File: config.mk
export PLATFORM = sky130hd
export DESIGN_NAME = blink_scheduler
export DESIGN_NICKNAME = d
export VERILOG_FILES = /design/src/rtl/blink_pkg.sv /design/src/rtl/blink_eval.sv /design/src/rtl/blink_scheduler.sv
export SDC_FILE = /design/constraint.sdc
export NUM_CORES = 1
export LEC_CHECK = 0
export BUFFER_PORTS_ARGS = -buffer_cell sky130_fd_sc_hd__buf_2
export CAP_MARGIN = 30
export CORE_MARGIN = 1
export CORE_UTILIZATION = 60
export DETAILED_ROUTE_END_ITERATION = 8
export PLACE_DENSITY_LB_ADDON = 0.2
export SKIP_CTS_REPAIR_TIMING = 1
export SYNTH_ARGS = -nofsm -noshare
export SYNTH_HDL_FRONTEND = slang
export SYNTH_SLANG_ARGS = --single-unit
File: constraint.sdc
create_clock -name clk -period 5.7 [get_ports clk]
set_input_delay 0.57 -clock clk [delete_from_list [all_inputs] [get_ports clk]]
set_output_delay 0.57 -clock clk [all_outputs]
set_load 0.05 [all_outputs]
File: src/rtl/blink_pkg.sv
// Shared types, reset constants and helpers for the blink scheduler.
package blink_pkg;

    localparam int unsigned CNT_W_DEF   = 16;
    localparam int unsigned BIT_SEL_RST = 7;
    localparam int unsigned OFFSET_RST  = 0;

    typedef enum logic [1:0] {
        StIdle,
        StSample,
        StEval,
        StCommit
    } state_e;

    // Ceiling log2, used to size index ports.
    function automatic int unsigned clog2(input int unsigned n);
        int unsigned r;
        r = 0;
        while ((32'd1 << r) < n) begin
            r = r + 1;
        end
        return r;
    endfunction

endpackage

File: src/rtl/blink_eval.sv
// Shared evaluator: modular add of snapshot and offset, bit select, enable gate.
module blink_eval
    import blink_pkg::*;
#(
    parameter int unsigned CNT_W = CNT_W_DEF,
    localparam int unsigned BIT_W = clog2(CNT_W)
) (
    input  logic [CNT_W-1:0] snapshot,
    input  logic [CNT_W-1:0] offset,
    input  logic [BIT_W-1:0] bit_sel,
    input  logic             enable,
    output logic             bit_val
);

    logic [CNT_W-1:0] sum;

    always_comb begin
        sum     = snapshot + offset;
        bit_val = enable & sum[bit_sel];
    end

endmodule

File: src/rtl/blink_scheduler.sv
// Time-multiplexed blink controller: one evaluator scans all channels per frame,
// and every channel output commits on the same edge.
module blink_scheduler
    import blink_pkg::*;
#(
    parameter int unsigned NUM_CH = 4,
    parameter int unsigned CNT_W  = CNT_W_DEF,
    localparam int unsigned CH_W  = clog2(NUM_CH),
    localparam int unsigned BIT_W = clog2(CNT_W)
) (
    input  logic              clk,
    input  logic              rst,
    input  logic              en,
    input  logic [CNT_W-1:0]  count_in,
    input  logic              cfg_valid,
    output logic              cfg_ready,
    input  logic [CH_W-1:0]   cfg_ch,
    input  logic [BIT_W-1:0]  cfg_bit,
    input  logic [CNT_W-1:0]  cfg_offset,
    input  logic              cfg_enable,
    output logic [NUM_CH-1:0] blink_out,
    output logic              busy
);

    localparam logic [CH_W-1:0] LAST_IDX = CH_W'(NUM_CH - 1);

    state_e              state;
    logic [CH_W-1:0]     idx;
    logic [CNT_W-1:0]    snapshot;
    logic [NUM_CH-1:0]   shadow;
    logic [BIT_W-1:0]    bit_sel [NUM_CH];
    logic [CNT_W-1:0]    offset  [NUM_CH];
    logic [NUM_CH-1:0]   ch_en;
    logic                eval_bit;
    logic                cfg_write;

    // Out-of-range channel writes complete the handshake but touch nothing.
    assign cfg_write = cfg_valid && cfg_ready && (32'(cfg_ch) < NUM_CH);

    blink_eval #(
        .CNT_W (CNT_W)
    ) u_eval (
        .snapshot (snapshot),
        .offset   (offset[idx]),
        .bit_sel  (bit_sel[idx]),
        .enable   (ch_en[idx]),
        .bit_val  (eval_bit)
    );

    always_ff @(posedge clk) begin
        if (rst) begin
            state     <= StIdle;
            idx       <= '0;
            snapshot  <= '0;
            shadow    <= '0;
            blink_out <= '0;
            busy      <= 1'b0;
            cfg_ready <= 1'b1;
            ch_en     <= '0;
            for (int i = 0; i < NUM_CH; i++) begin
                bit_sel[i] <= BIT_W'(BIT_SEL_RST);
                offset[i]  <= CNT_W'(OFFSET_RST);
            end
        end else begin
            if (cfg_write) begin
                bit_sel[cfg_ch] <= cfg_bit;
                offset[cfg_ch]  <= cfg_offset;
                ch_en[cfg_ch]   <= cfg_enable;
            end
            unique case (state)
                StIdle: begin
                    if (en) begin
                        state <= StSample;
                        busy  <= 1'b1;
                    end
                end
                StSample: begin
                    snapshot  <= count_in;
                    idx       <= '0;
                    state     <= StEval;
                    cfg_ready <= 1'b0;
                end
                StEval: begin
                    shadow[idx] <= eval_bit;
                    if (idx == LAST_IDX) begin
                        idx       <= '0;
                        state     <= StCommit;
                        cfg_ready <= 1'b1;
                    end else begin
                        idx <= idx + CH_W'(1);
                    end
                end
                StCommit: begin
                    blink_out <= shadow;
                    if (en) begin
                        state <= StSample;
                    end else begin
                        state <= StIdle;
                        busy  <= 1'b0;
                    end
                end
                default: begin
                    state     <= StIdle;
                    busy      <= 1'b0;
                    cfg_ready <= 1'b1;
                end
            endcase
        end
    end

endmodule

==> key figures <==
Outcome
  • Status: completed

Drt
  • Drt via density: around 5.8
  • Wire length per cell: 18.34 um
  • TritonRoute pass-1 iters: 4
  • DRT antenna net count: 0
  • Starting DRT DRC Count: roughly 220
  • Total detailed-routing wirelength: 12.69 mm
  • Vias after detailed routing: approximately 4,000
  • # DRC: 0

Timing
  • Skew final: 0.01117 ns
  • Final min period: ~3.7 ns
  • Slew margin rel.: about a third
  • Count of final max-slew check failures: 0
  • RSZ-0062 raised after global routing: no
  • Final Hold Viols: 0
  • Final hold slack: 0.2829 ns
  • Fmax: approximately 270 MHz
  • Final setup fails: 0
  • Worst Tran Pin Value: 0.9862 ns
  • Setup TNS: 0 ns
  • PnR worst setup slack: ~2.0 ns
  • Final Cycle Share: 65.68%

Place
  • Setup slack at placement: 1.673 ns
  • IO buf count: 48
  • Hpwl dp: between 8 and 9 mm
  • GPL Wtd Cong: approximately 0.85
  • Cells after DPL: 659

Clock network
  • Clock Pin Slew Worst Setup and Hold Paths: about 0.06 ns
  • Clk_lat worst skew: 0.53 ns
  • Htree depth: 4
  • Clk sink count: 116
  • CTS tree: done
  • Clk root buf: clkbuf_8
  • Cts bufs inserted: 17
  • CTS Buffer Depth: 2

Power and ir drop
  • Comb pwr share: a little over a fifth
  • Clk pwr share: roughly 40%
  • Pleak: 2.708 nW
  • Maximum VDD drop: 0.0002875 V
  • Net Sw Power: between 0.8 and 0.9 mW
  • Internal power: 1.886 mW
  • Switch share: a little under a third
  • Sequential power share: a little under two fifths
  • Power per cell area: 400.6 nW/um^2

Critical path
  • Worst stage delay on the critical path: 0.63 ns
  • CP Class: flop to flop
  • CP max stage cell: dfxtp_1
  • CP cell instances: buf_4 > mux4_2 > ha_1 > and2_1 > nand3_1 > a21oi_1 > o21ai_1 > o31a_1 > a2111oi_0 > a2111oi_2 > a41oi_2 > o21ai_1
  • Worst setup EP type: flop
  • Critical Path Start Type: flop
  • CP arrival: 4.15 ns
  • CP dominant cell by count: o21ai_1
  • Critical Path RT: 6.10 ns
  • Critical path fanouts, max: 11

Logic synthesis
  • Sequential share of the synthesized area: 54.58%
  • Top_reg_cell synth: edfxtp_1
  • Top post-synthesis cells by area: edfxtp_1 (42%), dfxtp_1 (13%), mux4_2 (7.1%), nor2_1 (5.4%), ha_1 (5.0%)
  • Synth Cell Area: 5722 um^2
  • Post-synth net total: 560
  • Mapped Cells: 493
  • Area leader, netlist: edfxtp_1
  • Async SR Flop Fraction: 0%
  • Yosys top cell area share: a little over two fifths
  • Syn Area/Cell: 11.61 um^2
  • Post-synth EDFFs: 80
  • Synth unique cells: 52
  • YS warnings: 0
  • #FFs+latches synth: 116

Layout
  • Diode count: 0
  • # fillers: 632
  • Layout cells sized above 1: between 20% and 30%
  • Area Growth Syn to Fin: 18.65%
  • Post-route insts no fill: 692
  • Nets: 617

Floorplan
  • Die Y: 99.66 um
  • Die Width: about 100 um
  • Die ar.: 9931 um^2
  • Core Region: 9240 um^2
  • FP Rows: 35
  • Initial Util: 61.92%
  • I/O pin total: 49

Global routing
  • Remaining global-route overflow: 0
  • Largest net degree at the start of global routing: 44
  • First-pass GRT wire length: between 20 and 25 mm
  • Initial antenna violation count: 0
  • M3 GR Usage: 6.184%
  • Global Route Usage Sum: 28.03%
  • Vias in the first global route: 4,077
  • Met1 Use GR: about a third
  • Most Used Layer, Global Route: met2
  • GR Util met2: 47.60%

Min path
  • Hold crit path type: input pin to flop

Job
  • Max-cap violations: 0
worst paths after layout:
path | start | end | slack [ns] | depth (start not counted)
setup / recovery | flop | shadow[1]$_SDFFE_PP0P_ | 1.96 | 12
setup reg to reg | flop | shadow[1]$_SDFFE_PP0P_ | 1.96 | 12
hold reg to reg | ch_en[1]$_SDFFE_PP0P_ | ch_en[1]$_SDFFE_PP0P_ | 0.46 | 2
hold / removal | count_in[3] | snapshot[3]$_SDFFE_PP0P_ | 0.28 | 3
power by group through the flow:
stage	sequential [mW]	combinational, mW	clock (mW)
floorplan	1.06	0.430	0
global placement	1.06	0.553	0
detailed placement	1.06	0.574	0
CTS	1.05	0.583	1.09
global route	1.05	0.660	1.13
finish	1.04	0.599	1.08
layer usage:
metal | vias up | part of all wire (%)
met2 | 135 | 50
met1 | 1945 | 42
met5 | - | 0
met3 | 20 | 6.0
met4 | 0 | 1.7
li1 | 1906 | -
through the flow:
step	util [%]	cell area, um^2	power, mW
floorplan	-	5722	1.487
global placement	65.82	6082	1.616
detailed placement	66.74	6167	1.639
CTS	73.18	6761	2.723
global route	73.47	6789	2.835
finish	73.47	6789	2.720
cells by family (layout without fill, tap and decap cells):
| family | Yosys count | after routing | synth area share (%) |
|---|---|---|---|
| buffers and inverters | 49 | 119 | 3.346 |
| multiplexers | 46 | 46 | 12.57 |
| AND/OR/NAND/NOR | 178 | 178 | 13.84 |
| adder cells (fa/ha/maj) | 24 | 24 | 5.379 |
| XOR/XNOR | 9 | 9 | 1.378 |
| flip-flops | 116 | 116 | 54.58 |
| AO/OA/AOI/OAI | 71 | 71 | 8.900 |
cells in the final DEF (no fill, tap or decap), types with 3 or more instances in the layout:
cell       synthesis  final
a2111oi_2          3      3
mux2i_1           25     25
nand2_1           45     45
nand3b_1           5      5
a31oi_1            5      5
inv_6              0      7
nor3_1             6      6
buf_4              1      6
buf_16             0      3
inv_1             28     28
nor2_1            83     83
buf_2              3     48
o31a_1             3      3
nand3_1            6      6
edfxtp_1          80     80
a21oi_1           18     18
and3_1             3      3
mux4_2            18     18
a21o_1             6      6
dfxtp_1           36     36
a211oi_1           3      3
inv_8              0      3
ha_1              23     23
nand4_1            4      4
o21ai_1           11     11
nor2b_1            4      4
nand2b_1          13     13
clkbuf_16          0     16
xor2_1             3      3
o21ai_0            5      5
xnor2_1            6      6
sequential cells by signal (all words and copies together), names as in the netlist, named ones only:
| signal | count |
|---|---|
| snapshot | 16 |
| busy | 1 |
| offset | 64 |
| bit_sel | 16 |
| blink_out | 4 |
| cfg_ready | 1 |
| ch_en | 4 |
| idx | 2 |
| state | 2 |
| shadow | 4 |
final cells by class:
type                       count  area [um^2]  share of cell area [%]
sequential                   116         3123                   46.00
multi-input combinational    328         2407                   35.46
clock buffer                  17        414.1                   6.100
timing repair buffer          59        397.9                   5.861
clock inverter                15        180.2                   2.654
tap                          129        161.4                   2.377
inverter                      28        105.1                   1.548
critical path: cells and delay by family (launching register included):
| family | cells | cell delay [ns] |
|---|---|---|
| buffers and inverters | 1 | 0.31 |
| adders and majority gates | 1 | 0.40 |
| DFF | 1 | 0.63 |
| AOI/OAI and AO/OA | 7 | 1.61 |
| muxes | 1 | 0.38 |
| and+or+nand+nor | 2 | 0.29 |
cells in the mapped netlist, types with 4 or more instances:
| cell type | count |
|---|---|
| a21o_1 | 6 |
| a21oi_1 | 18 |
| a31oi_1 | 5 |
| clkbuf_1 | 14 |
| dfxtp_1 | 36 |
| edfxtp_1 | 80 |
| ha_1 | 23 |
| inv_1 | 28 |
| mux2i_1 | 25 |
| mux4_2 | 18 |
| nand2_1 | 45 |
| nand2b_1 | 13 |
| nand3_1 | 6 |
| nand3b_1 | 5 |
| nand4_1 | 4 |
| nor2_1 | 83 |
| nor2b_1 | 4 |
| nor3_1 | 6 |
| o21ai_0 | 5 |
| o21ai_1 | 11 |
| xnor2_1 | 6 |
No activity file was read; power rests on OpenSTA's default activity.
